**src/rtl/secure_serdes_encrypt_pkg.sv**
```systemverilog
// Shared definitions for the serial-in / encrypted-byte-out user block:
// controller states, default key and the uio bus bit assignments.
package secure_serdes_encrypt_pkg;

    typedef enum logic [1:0] {
        IDLE  = 2'd0,
        SHIFT = 2'd1,
        TX    = 2'd2
    } state_t;

    localparam logic [7:0] DEFAULT_KEY = 8'h5A;

    // Bit positions on uio_out
    localparam int UIO_DONE  = 0;
    localparam int UIO_SER   = 1;
    localparam int UIO_VALID = 2;
    localparam int UIO_BUSY  = 3;

    // Low nibble of uio is driven by this block, high nibble stays input
    localparam logic [7:0] UIO_OE_MASK = 8'h0F;

    // Serial bit counter width: eight bits per operand and per output byte
    localparam int CNT_W = 3;

endpackage

```
**src/rtl/secure_serdes_encrypt_serial_shift_reg8.sv**
```systemverilog
// 8-bit shift register with synchronous clear, parallel load and
// MSB-first shift (new bit enters at bit 0). Load wins over shift.
module serial_shift_reg8 (
    input  logic       clk,
    input  logic       clr_i,
    input  logic       load_i,
    input  logic [7:0] load_data_i,
    input  logic       shift_i,
    input  logic       bit_i,
    output logic [7:0] data_o,
    output logic       msb_o
);

    logic [7:0] data_q;
    logic [7:0] data_d;

    // Next-state selection: load, shift or hold
    always_comb begin
        // NOTE: default assignment first so every path assigns data_d; no latch is inferred.
        data_d = data_q;
        if (load_i) begin
            data_d = load_data_i;
        end else if (shift_i) begin
            data_d = {data_q[6:0], bit_i};
        end
    end

    // State register with synchronous clear
    always_ff @(posedge clk) begin
        // NOTE: non-blocking assignment for flops so all registers update together at the edge.
        if (clr_i) begin
            data_q <= '0;
        end else begin
            data_q <= data_d;
        end
    end

    assign data_o = data_q;
    assign msb_o  = data_q[7];

endmodule

```
**src/rtl/secure_serdes_encrypt.sv**
```systemverilog
// Top-level user block: after a start pulse, shifts in operands A and B
// MSB first, publishes (A ^ B) ^ KEY on uo_out and re-serialises it MSB
// first on uio_out[1] with a valid strobe on uio_out[2].
module secure_serdes_encrypt
    import secure_serdes_encrypt_pkg::*;
#(
    parameter logic [7:0] KEY = DEFAULT_KEY
) (
    input  logic       clk,
    input  logic       rst_n,     // active-high synchronous reset
    input  logic       ena,
    input  logic [7:0] ui_in,
    output logic [7:0] uo_out,
    input  logic [7:0] uio_in,
    output logic [7:0] uio_out,
    output logic [7:0] uio_oe
);

    state_t           state_q;
    logic [CNT_W-1:0] count_q;
    logic [7:0]       cipher_q;
    logic [7:0]       cipher_d;
    logic             done_q;
    logic             valid_q;
    logic             busy_q;

    logic             start;
    logic             a_bit;
    logic             b_bit;
    logic [7:0]       a_data;
    logic [7:0]       b_data;
    logic             tx_msb;
    logic             op_shift;
    logic             tx_load;
    logic             tx_shift;

    // Harness enable, bidirectional inputs and spare ui bits have no function
    logic unused_inputs;
    assign unused_inputs = &{1'b0, ena, uio_in, ui_in[7:3]};

    assign start = ui_in[0];
    assign a_bit = ui_in[1];
    assign b_bit = ui_in[2];

    assign op_shift = (state_q == SHIFT);
    assign tx_load  = op_shift && (count_q == CNT_W'(7));
    assign tx_shift = (state_q == TX);

    // Cipher from the operand values including the bit sampled this edge
    assign cipher_d = ({a_data[6:0], a_bit} ^ {b_data[6:0], b_bit}) ^ KEY;

    serial_shift_reg8 u_a_sr (
        .clk         (clk),
        .clr_i       (rst_n),
        .load_i      (1'b0),
        .load_data_i (8'h00),
        .shift_i     (op_shift),
        .bit_i       (a_bit),
        .data_o      (a_data),
        .msb_o       ()
    );

    serial_shift_reg8 u_b_sr (
        .clk         (clk),
        .clr_i       (rst_n),
        .load_i      (1'b0),
        .load_data_i (8'h00),
        .shift_i     (op_shift),
        .bit_i       (b_bit),
        .data_o      (b_data),
        .msb_o       ()
    );

    serial_shift_reg8 u_tx_sr (
        .clk         (clk),
        .clr_i       (rst_n),
        .load_i      (tx_load),
        .load_data_i (cipher_d),
        .shift_i     (tx_shift),
        .bit_i       (1'b0),
        .data_o      (),
        .msb_o       (tx_msb)
    );

    // Controller FSM with registered status outputs and cipher register
    always_ff @(posedge clk) begin
        if (rst_n) begin
            state_q  <= IDLE;
            count_q  <= '0;
            cipher_q <= '0;
            done_q   <= 1'b0;
            valid_q  <= 1'b0;
            busy_q   <= 1'b0;
        end else begin
            case (state_q)
                IDLE: begin
                    if (start) begin
                        state_q <= SHIFT;
                        count_q <= '0;
                        done_q  <= 1'b0;
                        busy_q  <= 1'b1;
                    end
                end
                SHIFT: begin
                    count_q <= count_q + CNT_W'(1);
                    if (count_q == CNT_W'(7)) begin
                        cipher_q <= cipher_d;
                        done_q   <= 1'b1;
                        valid_q  <= 1'b1;
                        count_q  <= '0;
                        state_q  <= TX;
                    end
                end
                TX: begin
                    count_q <= count_q + CNT_W'(1);
                    if (count_q == CNT_W'(7)) begin
                        valid_q <= 1'b0;
                        busy_q  <= 1'b0;
                        count_q <= '0;
                        state_q <= IDLE;
                    end
                end
                default: begin
                    state_q <= IDLE;
                end
            endcase
        end
    end

    // Pack status bits onto the bidirectional output bus
    always_comb begin
        uio_out            = 8'h00;
        uio_out[UIO_DONE]  = done_q;
        uio_out[UIO_SER]   = valid_q & tx_msb;
        uio_out[UIO_VALID] = valid_q;
        uio_out[UIO_BUSY]  = busy_q;
    end

    assign uo_out = cipher_q;
    assign uio_oe = UIO_OE_MASK;

endmodule

```
**config.mk**
```make
export PLATFORM = sky130hd
export DESIGN_NAME = secure_serdes_encrypt
export DESIGN_NICKNAME = d
export VERILOG_FILES = /design/src/rtl/secure_serdes_encrypt_pkg.sv /design/src/rtl/secure_serdes_encrypt_serial_shift_reg8.sv /design/src/rtl/secure_serdes_encrypt.sv
export SDC_FILE = /design/constraint.sdc
export NUM_CORES = 1
export LEC_CHECK = 0
export BUFFER_PORTS_ARGS = -buffer_cell sky130_fd_sc_hd__buf_2
export CORE_MARGIN = 1
export CORE_UTILIZATION = 47
export CTS_BUF_LIST = sky130_fd_sc_hd__clkbuf_8 sky130_fd_sc_hd__clkbuf_16
export DETAILED_ROUTE_END_ITERATION = 10
export PLACE_DENSITY = 0.74
export RECOVER_POWER = 100
export REMOVE_ABC_BUFFERS = 1
export SLEW_MARGIN = 25
export SYNTH_ARGS = -nofsm -noshare
export SYNTH_HDL_FRONTEND = slang
export SYNTH_SLANG_ARGS = --single-unit
```
**constraint.sdc**
```tcl
create_clock -name clk -period 1.6 [get_ports clk]
set_clock_uncertainty 0.2 [all_clocks]
set_input_delay 0.08 -clock clk [delete_from_list [all_inputs] [get_ports clk]]
set_output_delay 0.08 -clock clk [all_outputs]
set_load 0.03 [all_outputs]
```
-- Yosys cells after proc, flatten, opt, wreduce, memory -nomap -nowiden
Index checks and enable logic that the tools add are counted.
W data, S select, Z words.
- register bits: 38
- input port bits: 19
- output and inout bits: 24
- word-level logic and storage cells: 49
- add/sub/neg operators: 1
- equality and inequality tests: 6
- mux-type cells: 16
- bitwise logic cells: 3
- reductions and logical operators: 14
- operators by type and width (kind ; number):
    $mux W8 ; 2
    $reduce_and A3 Y1 ; 4
    $reduce_bool A2 Y1 ; 5
    $xor A8 B8 Y8 ; 1
    $mux W2 ; 3
    $mux W3 ; 2
    $pmux W1 S2 ; 3
    $pmux W2 S3 ; 1
    $pmux W3 S2 ; 1
    $mux W1 ; 4
    $ne A2 B1 Y1 const B ; 2
    $not A4 Y4 ; 1
    $reduce_and A2 Y1 ; 2
    $add A3 B1 Y3 const B ; 1
    $eq A3 B3 Y1 const B ; 1
    $eq A2 B1 Y1 const B ; 1
    $eq A2 B2 Y1 const B ; 1
    $logic_not A2 Y1 ; 1
    $ne A2 B2 Y1 const B ; 1
    $reduce_or A2 Y1 ; 1
    $and A1 B1 Y1 ; 1
    $logic_and A1 B1 Y1 ; 1

-- Depth between registers and ports, before layout
Gate-level depths: netlist (run 1).
- word-level depth: 4
- depth in mapped cells: 7
- mapped depth without buffers: 5

-- By module
Synthesis (run 1) repeated with hierarchy kept, for this count alone.
- cell total of the unflattened synthesis: 219
- area total of the unflattened synthesis: 2085.8 µm²
- modules (own cells, without submodules) (module ; instances ; cells an instance ; area an instance (µm²) ; seq. area each (µm²)):
    serial_shift_reg8 ; 3 ; 36 ; 376.6 ; 160.2
    secure_serdes_encrypt ; 1 ; 111 ; 955.9 ; 320.3

-- Least setup slack after synthesis (run 1)
Ideal clock, no wire load.
- kind: flip-flop to flip-flop
- from: register count_q[0]
- to: register u_tx_sr.data_q[5], in the netlist u_tx_sr.data_o[5]
- library setup time: 0.066 ns
- arrival time: 1.265 ns
- data required time: 1.334 ns
- path slack: 0.070 ns
- stages on the path, launching flop included: 7
- path buffers: 1
- clock period less this slack: 1.530 ns
- cell sequence: dfxtp_1 -> ha_1 -> ha_1 -> and2_4 -> buf_6 -> a21oi_2 -> a21boi_2
- cells in the longest elaborated chain, start to end: 3
- elaborated cells on any way between the ends: 4
- classes of those cells: eq/ne (1); mux (1); reduce/logical (2)
- ends and longest elaborated chain (item ; RTL line ; RTL):
    start, declared ; secure_serdes_encrypt.sv:20 ; logic [CNT_W-1:0] count_q;
    start signal, assigned ; secure_serdes_encrypt.sv:105 ; count_q <= count_q + CNT_W'(1);
    start signal, assigned ; secure_serdes_encrypt.sv:115 ; count_q <= count_q + CNT_W'(1);
    $eq A3 B3 Y1 (*) ; secure_serdes_encrypt.sv:46 ; assign tx_load = op_shift && (count_q == CNT_W'(7));
    $logic_and A1 B1 Y1 (*) ; secure_serdes_encrypt.sv:46 ;
    $mux W8 / $reduce_bool A2 Y1 (equally long branches) ; - ;
    end signal, assigned ; secure_serdes_encrypt_serial_shift_reg8.sv:34 ; data_q <= data_d;
    end, declared ; secure_serdes_encrypt_serial_shift_reg8.sv:14 ; logic [7:0] data_q;
Every way passes the cells marked *; elsewhere a longest branch is shown, timed or not.
A chain may end at the register's enable or synchronous reset.

-- Worst setup path after layout (run 1)
- from: register state_q[0]
- to: register state_q[1]
- cells in the longest elaborated chain, start to end: 3
- elaborated cells on any way between the ends: 8
- classes of those cells: eq/ne (5); mux (1); reduce/logical (2)
- ends and longest elaborated chain (item ; RTL line ; RTL):
    start, declared ; secure_serdes_encrypt.sv:19 ; state_t state_q;
    start signal, assigned ; secure_serdes_encrypt.sv:88 ; state_q <= IDLE;
    start signal, assigned ; secure_serdes_encrypt.sv:98 ; state_q <= SHIFT;
    start signal, assigned ; secure_serdes_encrypt.sv:111 ; state_q <= TX;
    $eq A2 B2 Y1 (tied with other cells) ; secure_serdes_encrypt.sv:95 ; case (state_q)
    $ne A2 B1 Y1 (no line) / $ne A2 B2 Y1 (equally long branches) ; - ;
    $reduce_and A3 Y1 (no line) ; - ;
Parallel ways exist; a longest one is shown, timed or not.

==> impl_summary.log, run 1 <==
[metrics] area added between synthesis and finish: 13.1%
[metrics] number of search-and-repair iterations in the first detailed-routing pass: 4
[metrics] Setup crit end kind: flop
[metrics] overall die width: 63.4 um
[metrics] Worst Hold Margin: 0.0349 ns
[metrics] largest net degree at the start of global routing: 28
[metrics] CP max stage delay: 0.35 ns
[metrics] antenna violations before repair: 0
[metrics] post-synthesis instance total: 186
[metrics] CTS root buf: clkbuf_8
[metrics] HPWL after detailed placement: 2070 um
[metrics] count of inserted antenna diode cells: 0
[metrics] total power draw: 2.53 mW
[metrics] Yosys cell types: 27
[metrics] Initial Util: 0.511
[metrics] count of port buffers added during placement: 16
[metrics] power per cell area: 1260 mW/mm^2
[metrics] FMAX: 660 MHz
[metrics] proportion of layout cells with a drive suffix above 1: 0.175
[metrics] leakage power total: 0.794 nW
[metrics] worst path arrival time: 1.54 ns
[metrics] Core Area: 0.00347 sq mm
[metrics] clock insertion delay at the later pin of the skew report: 0.29 ns
[metrics] number of H-tree levels: 2
[metrics] Cell Chain, Critical Path: inv_2, ha_2, buf_12, nor2_1, o21a_1, mux2i_1
[metrics] post-layout min period: 1.52 ns
[metrics] Total Nets Final: 238
[metrics] post-route fraction of the period consumed by the critical path: 0.947
[metrics] Slew Limit Fails: 0
[metrics] Max IR drop VDD: 634 uV
[metrics] required time reported for the critical path endpoint: 1.62 ns
[metrics] per-cell via count in the routed design: 4.60
[metrics] Top Ports: 43
[metrics] largest cells by area after synthesis: dfxtp_1, mux2i_1, buf_4, ha_1, nor2_1
[metrics] vias: 1186
[metrics] Seq cells post-synth: 38
[metrics] Setup Fix Bufs, Post-CTS: 0
[metrics] count of warnings emitted by yosys: 0
[metrics] GR peak layer: met2
[metrics] share of the synthesized area in the top cell type: 0.429
[metrics] outcome: finished, final reports clean
[metrics] remaining antenna violation count: 0
[metrics] number of buffers inserted during clock tree synthesis: 5
[metrics] TritonCTS clock tree: built
[metrics] gate family responsible for the most delay along the worst path: flip-flops
[metrics] grt met3 use: 0.0489
[metrics] Crit path buffers/inverters: 2
[metrics] # fillers: 321
[metrics] max-cap check violation count: 0
[metrics] critical path peak fanout: 12
[metrics] wire length of the first global-routing pass: 5090 um
[metrics] Mapped Area: 0.00177 sq mm
[metrics] count of standard-cell rows: 21
[metrics] GRT Residual Overflow: 0
[metrics] drt initial violations: 46
[metrics] deepest clock path buffer count: 2
[metrics] FF-to-FF setup slack: 0.08 ns
[metrics] cell with the largest stage delay on the worst path: dfxtp_2
[metrics] final hold viol count: 0
[metrics] worst min path class: primary input to flop
[metrics] Total GRT Usage: 0.164
[metrics] largest area contributor in the synthesized netlist: dfxtp_1
[metrics] total wire length after detailed routing: 2860 um
[metrics] category of the critical setup timing path: flop to flop
[metrics] vias in the first global route: 1173
[metrics] met2 track utilization from global routing: 0.269
[metrics] worst setup slack before clock tree synthesis: 0.0246 ns
[metrics] global placement routability congestion: 0.811
[metrics] CTS sink cnt: 38
[metrics] number of remaining DRC errors: 0
[metrics] Die Span Y: 63.4 um
[metrics] number of instances in the placed design: 247
[metrics] average size of a mapped cell: 9.53 sq um
[metrics] Critical Path Source Type: flop
[metrics] number of setup violations in the final report: 0
[metrics] sequential fraction of the synthesis area: 0.429
[metrics] Die ar.: 0.00402 sq mm
[metrics] final cell count without fillers: 258
[metrics] CTS clk-pin slew, worst paths: 0.07 ns
[metrics] post-layout worst setup margin: 0.0845 ns
[metrics] global-route track usage on met1: 0.190
[metrics] setup repair after global routing missed its margin: yes
[metrics] routed len/inst: 11.1 um
## synth_stat cells
cell type and count:
a211oi_1 2, a21boi_2 1, a21oi_1 14, a21oi_2 1, a32oi_1 3, and2_1 1, and2_4 1, buf_2 3
buf_4 16, buf_6 4, clkbuf_1 1, conb_1 2, dfxtp_1 38, ha_1 8, inv_1 2, mux2_2 4
mux2i_1 20, nand2_1 20, nand2_2 1, nand2b_1 5, nand3b_1 1, nor2_1 23, nor3_1 3, o211ai_1 2
o21a_1 2, xnor2_1 5, xor2_1 3
## cells by family (layout without fill, tap and decap cells)
kind of cell	after synthesis	after routing	synth area share
buffers and inverters	26	42	0.108
AOI/OAI and AO/OA	25	25	0.0910
adders and majority gates	8	8	0.0565
and+or+nand+nor	55	55	0.133
other	2	12	0.00424
muxes	24	24	0.138
xor gates and xnor gates	8	8	0.0395
DFF	38	38	0.429
## area by class of cell
type / count / area [sq um] / share of cell area
clock inverter: 2 / 12.5 / 0.00624
timing repair buffer: 32 / 201 / 0.100
sequential: 38 / 762 / 0.380
tap: 46 / 57.6 / 0.0287
multi-input combinational: 132 / 881 / 0.439
inverter: 2 / 7.51 / 0.00375
clock buffer: 6 / 82.6 / 0.0412
## per-layer routing
metal	part of all wire	vias to the layer above	wire, um
li1	-	643	-
met1	0.48	509	1370
met2	0.46	28	1320
met3	0.035	6	99
met4	0.026	0	73
met5	0	-	0
## per-stage QoR
stage | util | TNS, ns | cell area, sq um
after floorplan | - | -6.71 | 1630
after global placement | 0.540 | 0 | 1870
after detailed placement | 0.540 | 0 | 1870
after CTS | 0.576 | 0 | 2000
after global routing | 0.578 | -0.0102 | 2000
final | 0.578 | 0 | 2000
## report_power, final
group	internal (mW)	total, mW	switching (mW)
sequential	1.01	1.05	0.0445
combinational	0.384	0.805	0.421
clock	0.346	0.677	0.331
## final timing paths
path                                  from  depth (start not counted)         end
worst max register to register  state_q[0]                          6  state_q[1]
worst min-delay path                 rst_n                          2  count_q[1]
worst max-delay path            state_q[0]                          6  state_q[1]
worst min register to register   uo_out[6]                          2   uo_out[6]
## layout by cell type (no fill, tap or decap), types with 2 or more instances in the layout
cell | netlist | layout
mux2_2 | 4 | 4
xor2_1 | 3 | 3
a211oi_1 | 2 | 2
a32oi_1 | 3 | 3
clkbuf_1 | 1 | 13
buf_2 | 3 | 4
dlygate4sd3_1 | 0 | 3
ha_2 | 0 | 2
ha_1 | 8 | 5
mux2i_1 | 20 | 20
xnor2_1 | 5 | 5
dfxtp_1 | 38 | 37
nand2b_1 | 5 | 5
a21oi_1 | 14 | 14
nor2_1 | 23 | 23
buf_4 | 16 | 11
nand2_1 | 20 | 20
clkbuf_8 | 0 | 6
conb_1 | 2 | 12
nor3_1 | 3 | 3
o211ai_1 | 2 | 2
o21a_1 | 2 | 2
## state kept, by name, summed over array words and instances (netlist names)
signal / flops
valid_q: 1
state_q: 2
busy_q: 1
count_q: 3
u_a_sr.data_o: 7
uo_out: 8
done_q: 1
u_b_sr.data_o: 7
u_tx_sr.data_o: 8
## timing repair
action,CTS,global route
endpoints found under the setup margin,0,31
hold endpoints to repair,6,0
hold buffers,3,0
gates resized for setup,0,7
No activity file was read; power rests on OpenSTA's default activity.
==> run 2: changes to the inputs <==
--- a/config.mk
+++ b/config.mk
@@ -11,7 +11,6 @@
 export CTS_BUF_LIST = sky130_fd_sc_hd__clkbuf_8 sky130_fd_sc_hd__clkbuf_16
 export DETAILED_ROUTE_END_ITERATION = 10
 export PLACE_DENSITY = 0.74
-export RECOVER_POWER = 100
 export REMOVE_ABC_BUFFERS = 1
 export SLEW_MARGIN = 25
 export SYNTH_ARGS = -nofsm -noshare
==> impl_summary.log, run 2 (same netlist as run 1, synthesis figures left out) <==
[metrics] leakage power total: 0.849 nW
[metrics] Slew Limit Fails: 0
[metrics] Core Area: 0.00347 sq mm
[metrics] path depth of the worst reg2reg path: 6
[metrics] total wire length after detailed routing: 2860 um
[metrics] fraction of power consumed by sequential logic: 0.415
[metrics] Initial Util: 0.511
[metrics] Switching Share: 0.314
[metrics] category of the critical setup timing path: flop to flop
[metrics] Die ar.: 0.00402 sq mm
[metrics] power spent charging and discharging nets: 797 uW
[metrics] gate family responsible for the most delay along the worst path: flip-flops
[metrics] number of buffers inserted during clock tree synthesis: 5
[metrics] vias: 1183
[metrics] post-route fraction of the period consumed by the critical path: 0.947
[metrics] commonest cells after routing, fill and taps aside: dfxtp_1, nor2_1, nand2_1, mux2i_1, buf_2
[metrics] FMAX: 660 MHz
[metrics] cell with the largest stage delay on the worst path: dfxtp_2
[metrics] Hold Crit Start: rst_n
[metrics] CTS root buf: clkbuf_8
[metrics] Max IR drop VDD: 635 uV
[metrics] sequential cell area: 762 sq um
[metrics] Total GRT Usage: 0.164
[metrics] final core area utilization: 0.583
[metrics] count of standard-cell rows: 21
[metrics] Critical Path Source Type: flop
[metrics] power per cell area: 1250 mW/mm^2
[metrics] endpoint of the worst register-to-register path: state_q[1]
[metrics] Top Ports: 43
[metrics] number of setup violations in the final report: 0
[metrics] leading cell type in the layout, fill and taps excluded: dfxtp_1
[metrics] area added between synthesis and finish: 14.1%
[metrics] worst hold path stage count: 2
[metrics] per-cell via count in the routed design: 4.59
[metrics] TritonCTS clock tree: built
[metrics] Critical path origin: state_q[0]
[metrics] GRT Residual Overflow: 0
[metrics] remaining antenna violation count: 0
[metrics] drt initial violations: 53
[metrics] antenna violations before repair: 0
[metrics] deepest clock path buffer count: 2
[metrics] footprint of the multi-input gates: 881 sq um
[metrics] final hold viol count: 0
[metrics] Die Span Y: 63.4 um
[metrics] wire length of the first global-routing pass: 5090 um
[metrics] Min-Delay Endpoint: count_q[1]
[metrics] outcome: finished, final reports clean
[metrics] Setup crit end kind: flop
[metrics] FF-to-FF setup slack: 0.08 ns
[metrics] # fillers: 309
[metrics] Crit path buffers/inverters: 2
[metrics] worst path arrival time: 1.54 ns
[metrics] launch instance of the worst register-to-register path: state_q[0]
[metrics] cell-internal power: 1.74 mW
[metrics] CTS sink cnt: 38
[metrics] clock insertion delay at the later pin of the skew report: 0.29 ns
[metrics] Setup Fix Bufs, Post-CTS: 0
[metrics] CTS clk-pin slew, worst paths: 0.07 ns
[metrics] HPWL after detailed placement: 2070 um
[metrics] setup repair after global routing missed its margin: yes
[metrics] share of power burned in combinational logic: 0.318
[metrics] count of port buffers added during placement: 16
[metrics] routed len/inst: 11.1 um
[metrics] Total Nets Final: 238
[metrics] post-layout min period: 1.52 ns
[metrics] critical path peak fanout: 12
[metrics] worst min path class: primary input to flop
[metrics] global placement routability congestion: 0.811
[metrics] number of remaining DRC errors: 0
[metrics] overall die width: 63.4 um
[metrics] number of search-and-repair iterations in the first detailed-routing pass: 4
[metrics] required time reported for the critical path endpoint: 1.62 ns
[metrics] max-cap check violation count: 0
[metrics] Cell Chain, Critical Path: inv_2, ha_2, buf_12, nor2_1, o21a_1, mux2i_1
[metrics] vias in the first global route: 1173
[metrics] clock network fraction of total power: 0.267
[metrics] number of instances in the placed design: 247
[metrics] largest net degree at the start of global routing: 28
[metrics] number of H-tree levels: 2
[metrics] CP max stage delay: 0.35 ns
[metrics] final cell count without fillers: 258
[metrics] proportion of layout cells with a drive suffix above 1: 0.236
[metrics] count of inserted antenna diode cells: 0
[run 2: metrics by stage]
stage / setup slack [ns] / power (mW) / instance area, sq um / TNS, ns / hold slack, ns
2_1_floorplan: -0.376 / 1.60 / 1630 / -6.71 / -0.0509
3_3_place_gp: 0.0147 / 1.84 / 1870 / 0 / 0.151
3_5_place_dp: 0.0246 / 1.85 / 1870 / 0 / 0.161
4_1_cts: 0.00908 / 2.53 / 2000 / 0 / 0.0345
5_1_grt: -0.00561 / 2.69 / 2020 / -0.0102 / 0.0749
6_report: 0.0845 / 2.54 / 2020 / 0 / 0.0339
[run 2: worst reg2reg max path: cells and delay by family (launching register included)]
kind	cells	cell delay [ns]
flops	1	0.35
compound gates	1	0.20
fa+ha+maj	1	0.19
buf+inv	2	0.20
simple gates	1	0.12
mux	1	0.19
[run 2: metal layers]
metal,track usage,vias up,share of wire
li1,-,642,-
met1,0.190,507,0.48
met2,0.269,28,0.46
met3,0.0489,6,0.034
met4,0.0852,0,0.026
met5,0,-,0
[run 2: worst max-delay path by stage]
| stage | end | slack, ns | cells after the start |
|---|---|---|---|
| floorplan | u_tx_sr.data_o[2] | -0.38 | 5 |
| global placement | u_tx_sr.data_o[7] | 0.01 | 5 |
| detailed placement | u_tx_sr.data_o[2] | 0.02 | 5 |
| CTS | u_tx_sr.data_o[7] | 0.009 | 5 |
| global route | u_tx_sr.data_o[6] | -0.006 | 6 |
| finish | state_q[1] | 0.08 | 6 |
[run 2: area by class of cell]
class                   count  share of cell area
clock buffers               6              0.0408
repair buffers             32               0.109
flip-flops and latches     38               0.377
multi-input cells         132               0.435
well taps                  46              0.0284
clock inverters             2             0.00618
inverters                   2             0.00371
[run 2: timing repair]
item	4_1_cts	5_1_grt
resized for setup	0	7
hold endpoints to repair	6	0
hold buffers	3	0
setup endpoints to repair	0	31
[run 2: power by group through the flow]
stage          logic [mW]  registers [mW]  clock network (mW)
6_report            0.808            1.05               0.677
5_1_grt             0.881            1.06               0.741
4_1_cts             0.788            1.05               0.699
3_5_place_dp        0.779            1.07                   0
3_3_place_gp        0.778            1.07                   0
2_1_floorplan       0.518            1.08                   0
==> run 3: changes to the inputs <==
==> constraint.sdc (replaced) <==
create_clock -name clk -period 1.3 [get_ports clk]
set_clock_uncertainty 0.2 [all_clocks]
set_input_delay 0.065 -clock clk [delete_from_list [all_inputs] [get_ports clk]]
set_output_delay 0.065 -clock clk [all_outputs]
set_load 0.03 [all_outputs]
==> impl_summary.log, run 3 (same netlist as run 1, synthesis figures left out) <==
[metrics] global placement routability congestion: 0.759
[metrics] deepest clock path buffer count: 2
[metrics] clock insertion delay at the later pin of the skew report: 0.29 ns
[metrics] post-route fraction of the period consumed by the critical path: 1.13
[metrics] violations in the final reports: setup timing
[metrics] number of buffers inserted during clock tree synthesis: 5
[metrics] number of remaining DRC errors: 0
[metrics] Top Ports: 43
[metrics] CTS clk-pin slew, worst paths: 0.08 ns
[metrics] Crit path buffers/inverters: 1
[metrics] Total GRT Usage: 0.215
[metrics] CTS root buf: clkbuf_8
[metrics] overall die width: 63.4 um
[metrics] CTS sink cnt: 38
[metrics] power spent charging and discharging nets: 1.29 mW
[metrics] area added between synthesis and finish: 32.1%
[metrics] Die Span Y: 63.4 um
[metrics] Setup crit end kind: flop
[metrics] Core Area: 0.00347 sq mm
[metrics] leakage power total: 0.949 nW
[metrics] vias in the first global route: 1356
[metrics] Switching Share: 0.328
[metrics] number of H-tree levels: 2
[metrics] Worst Hold Margin: 0.253 ns
[metrics] final core area utilization: 0.675
[metrics] number of setup violations in the final report: 38
[metrics] category of the critical setup timing path: flop to flop
[metrics] leading cell type in the layout, fill and taps excluded: dfxtp_1
[metrics] final hold viol count: 0
[metrics] per-cell via count in the routed design: 5.08
[metrics] post-layout min period: 1.47 ns
[metrics] Die ar.: 0.00402 sq mm
[metrics] Total Nets Final: 251
[metrics] cell with the largest stage delay on the worst path: dfxtp_4
[metrics] TritonCTS clock tree: built
[metrics] setup repair after global routing missed its margin: yes
[metrics] required time reported for the critical path endpoint: 1.29 ns
[metrics] wire length of the first global-routing pass: 6530 um
[metrics] antenna violations before repair: 0
[metrics] critical path peak fanout: 7
[metrics] clock network fraction of total power: 0.218
[metrics] number of search-and-repair iterations in the first detailed-routing pass: 4
[metrics] remaining antenna violation count: 0
[metrics] worst min path class: flop to flop
[metrics] share of power burned in combinational logic: 0.441
[metrics] proportion of layout cells with a drive suffix above 1: 0.364
[metrics] count of inserted antenna diode cells: 0
[metrics] vias: 1377
[metrics] post-layout worst setup margin: -0.166 ns
[metrics] Initial Util: 0.511
[metrics] routed len/inst: 15.1 um
[metrics] fraction of power consumed by sequential logic: 0.341
[metrics] total wire length after detailed routing: 4080 um
[metrics] Slew Limit Fails: 0
[metrics] count of port buffers added during placement: 16
[metrics] power per cell area: 1680 mW/mm^2
[metrics] worst path arrival time: 1.46 ns
[metrics] GRT Residual Overflow: 0
[metrics] gate family responsible for the most delay along the worst path: flip-flops
[metrics] cell-internal power: 2.64 mW
[metrics] count of standard-cell rows: 21
[metrics] drt initial violations: 86
[metrics] FMAX: 682 MHz
[metrics] HPWL after detailed placement: 2230 um
[metrics] CP max stage delay: 0.37 ns
[metrics] largest net degree at the start of global routing: 16
[metrics] Max IR drop VDD: 770 uV
[metrics] commonest cells after routing, fill and taps aside: dfxtp_1, nor2_1, nand2_1, mux2i_1
[metrics] Cell Chain, Critical Path: buf_6, ha_4, and2_4, a21oi_4, a21boi_2
[metrics] Critical Path Source Type: flop
[metrics] total power draw: 3.93 mW
[metrics] outcome: complete, but fails checks
[metrics] max-cap check violation count: 0
-- run 3: worst paths after layout --
check,endpoint,start,cells after the start,slack [ns]
setup / recovery,u_tx_sr.data_o[5],state_q[0],5,-0.17
hold / removal,uo_out[0],uo_out[0],2,0.25
setup reg to reg,u_tx_sr.data_o[5],state_q[0],5,-0.17
hold reg to reg,uo_out[0],uo_out[0],2,0.25
-- run 3: tightest hold or removal path, cell delays in order (launching register included) --
cell	delay (ns)
dfxtp_1	0.31
nand2_1	0.05
a21oi_1	0.05
-- run 3: cell type report --
type | instances | area (sq um)
Timing Repair Buffer | 44 | 364
Clock inverter | 2 | 12.5
Fill cell | 240 | 1130
Multi-Input combinational cell | 133 | 1040
Sequential cell | 38 | 771
Clock buffer | 6 | 82.6
Inverter | 2 | 12.5
Tap cell | 46 | 57.6
-- run 3: per-stage QoR --
stage | cell area (sq um) | instances | setup TNS [ns] | setup slack, ns
after global placement | 1900 | 249 | -7.65 | -0.288
final | 2340 | 271 | -4.64 | -0.166
after floorplan | 1630 | 172 | -17.13 | -0.676
after detailed placement | 1900 | 249 | -8.25 | -0.304
after global routing | 2340 | 271 | -7.13 | -0.232
after CTS | 2240 | 268 | -2.84 | -0.130
-- run 3: routing by layer --
metal / GRT usage / vias up / share of wire
li1: - / 669 / -
met1: 0.245 / 653 / 0.43
met2: 0.354 / 43 / 0.50
met3: 0.0453 / 12 / 0.041
met4: 0.156 / 0 / 0.036
met5: 0 / - / 0
-- run 3: power by group through the flow --
| stage | clock network, mW | logic, mW | registers, mW |
|---|---|---|---|
| 3_3_place_gp | 0 | 1.05 | 1.32 |
| 4_1_cts | 0.869 | 1.54 | 1.33 |
| 2_1_floorplan | 0 | 0.637 | 1.33 |
| 5_1_grt | 0.929 | 1.83 | 1.35 |
| 3_5_place_dp | 0 | 1.06 | 1.32 |
| 6_report | 0.856 | 1.73 | 1.34 |
-- run 3: repair_timing --
| item | 4_1_cts | 5_1_grt |
|---|---|---|
| gates resized for setup | 38 | 14 |
| endpoints found under the hold margin | 9 | 0 |
| hold buffers | 4 | 0 |
| pin swaps | 15 | 13 |
| setup endpoints to repair | 38 | 38 |
| gates cloned | 2 | 0 |
| buffers inserted | 6 | 3 |
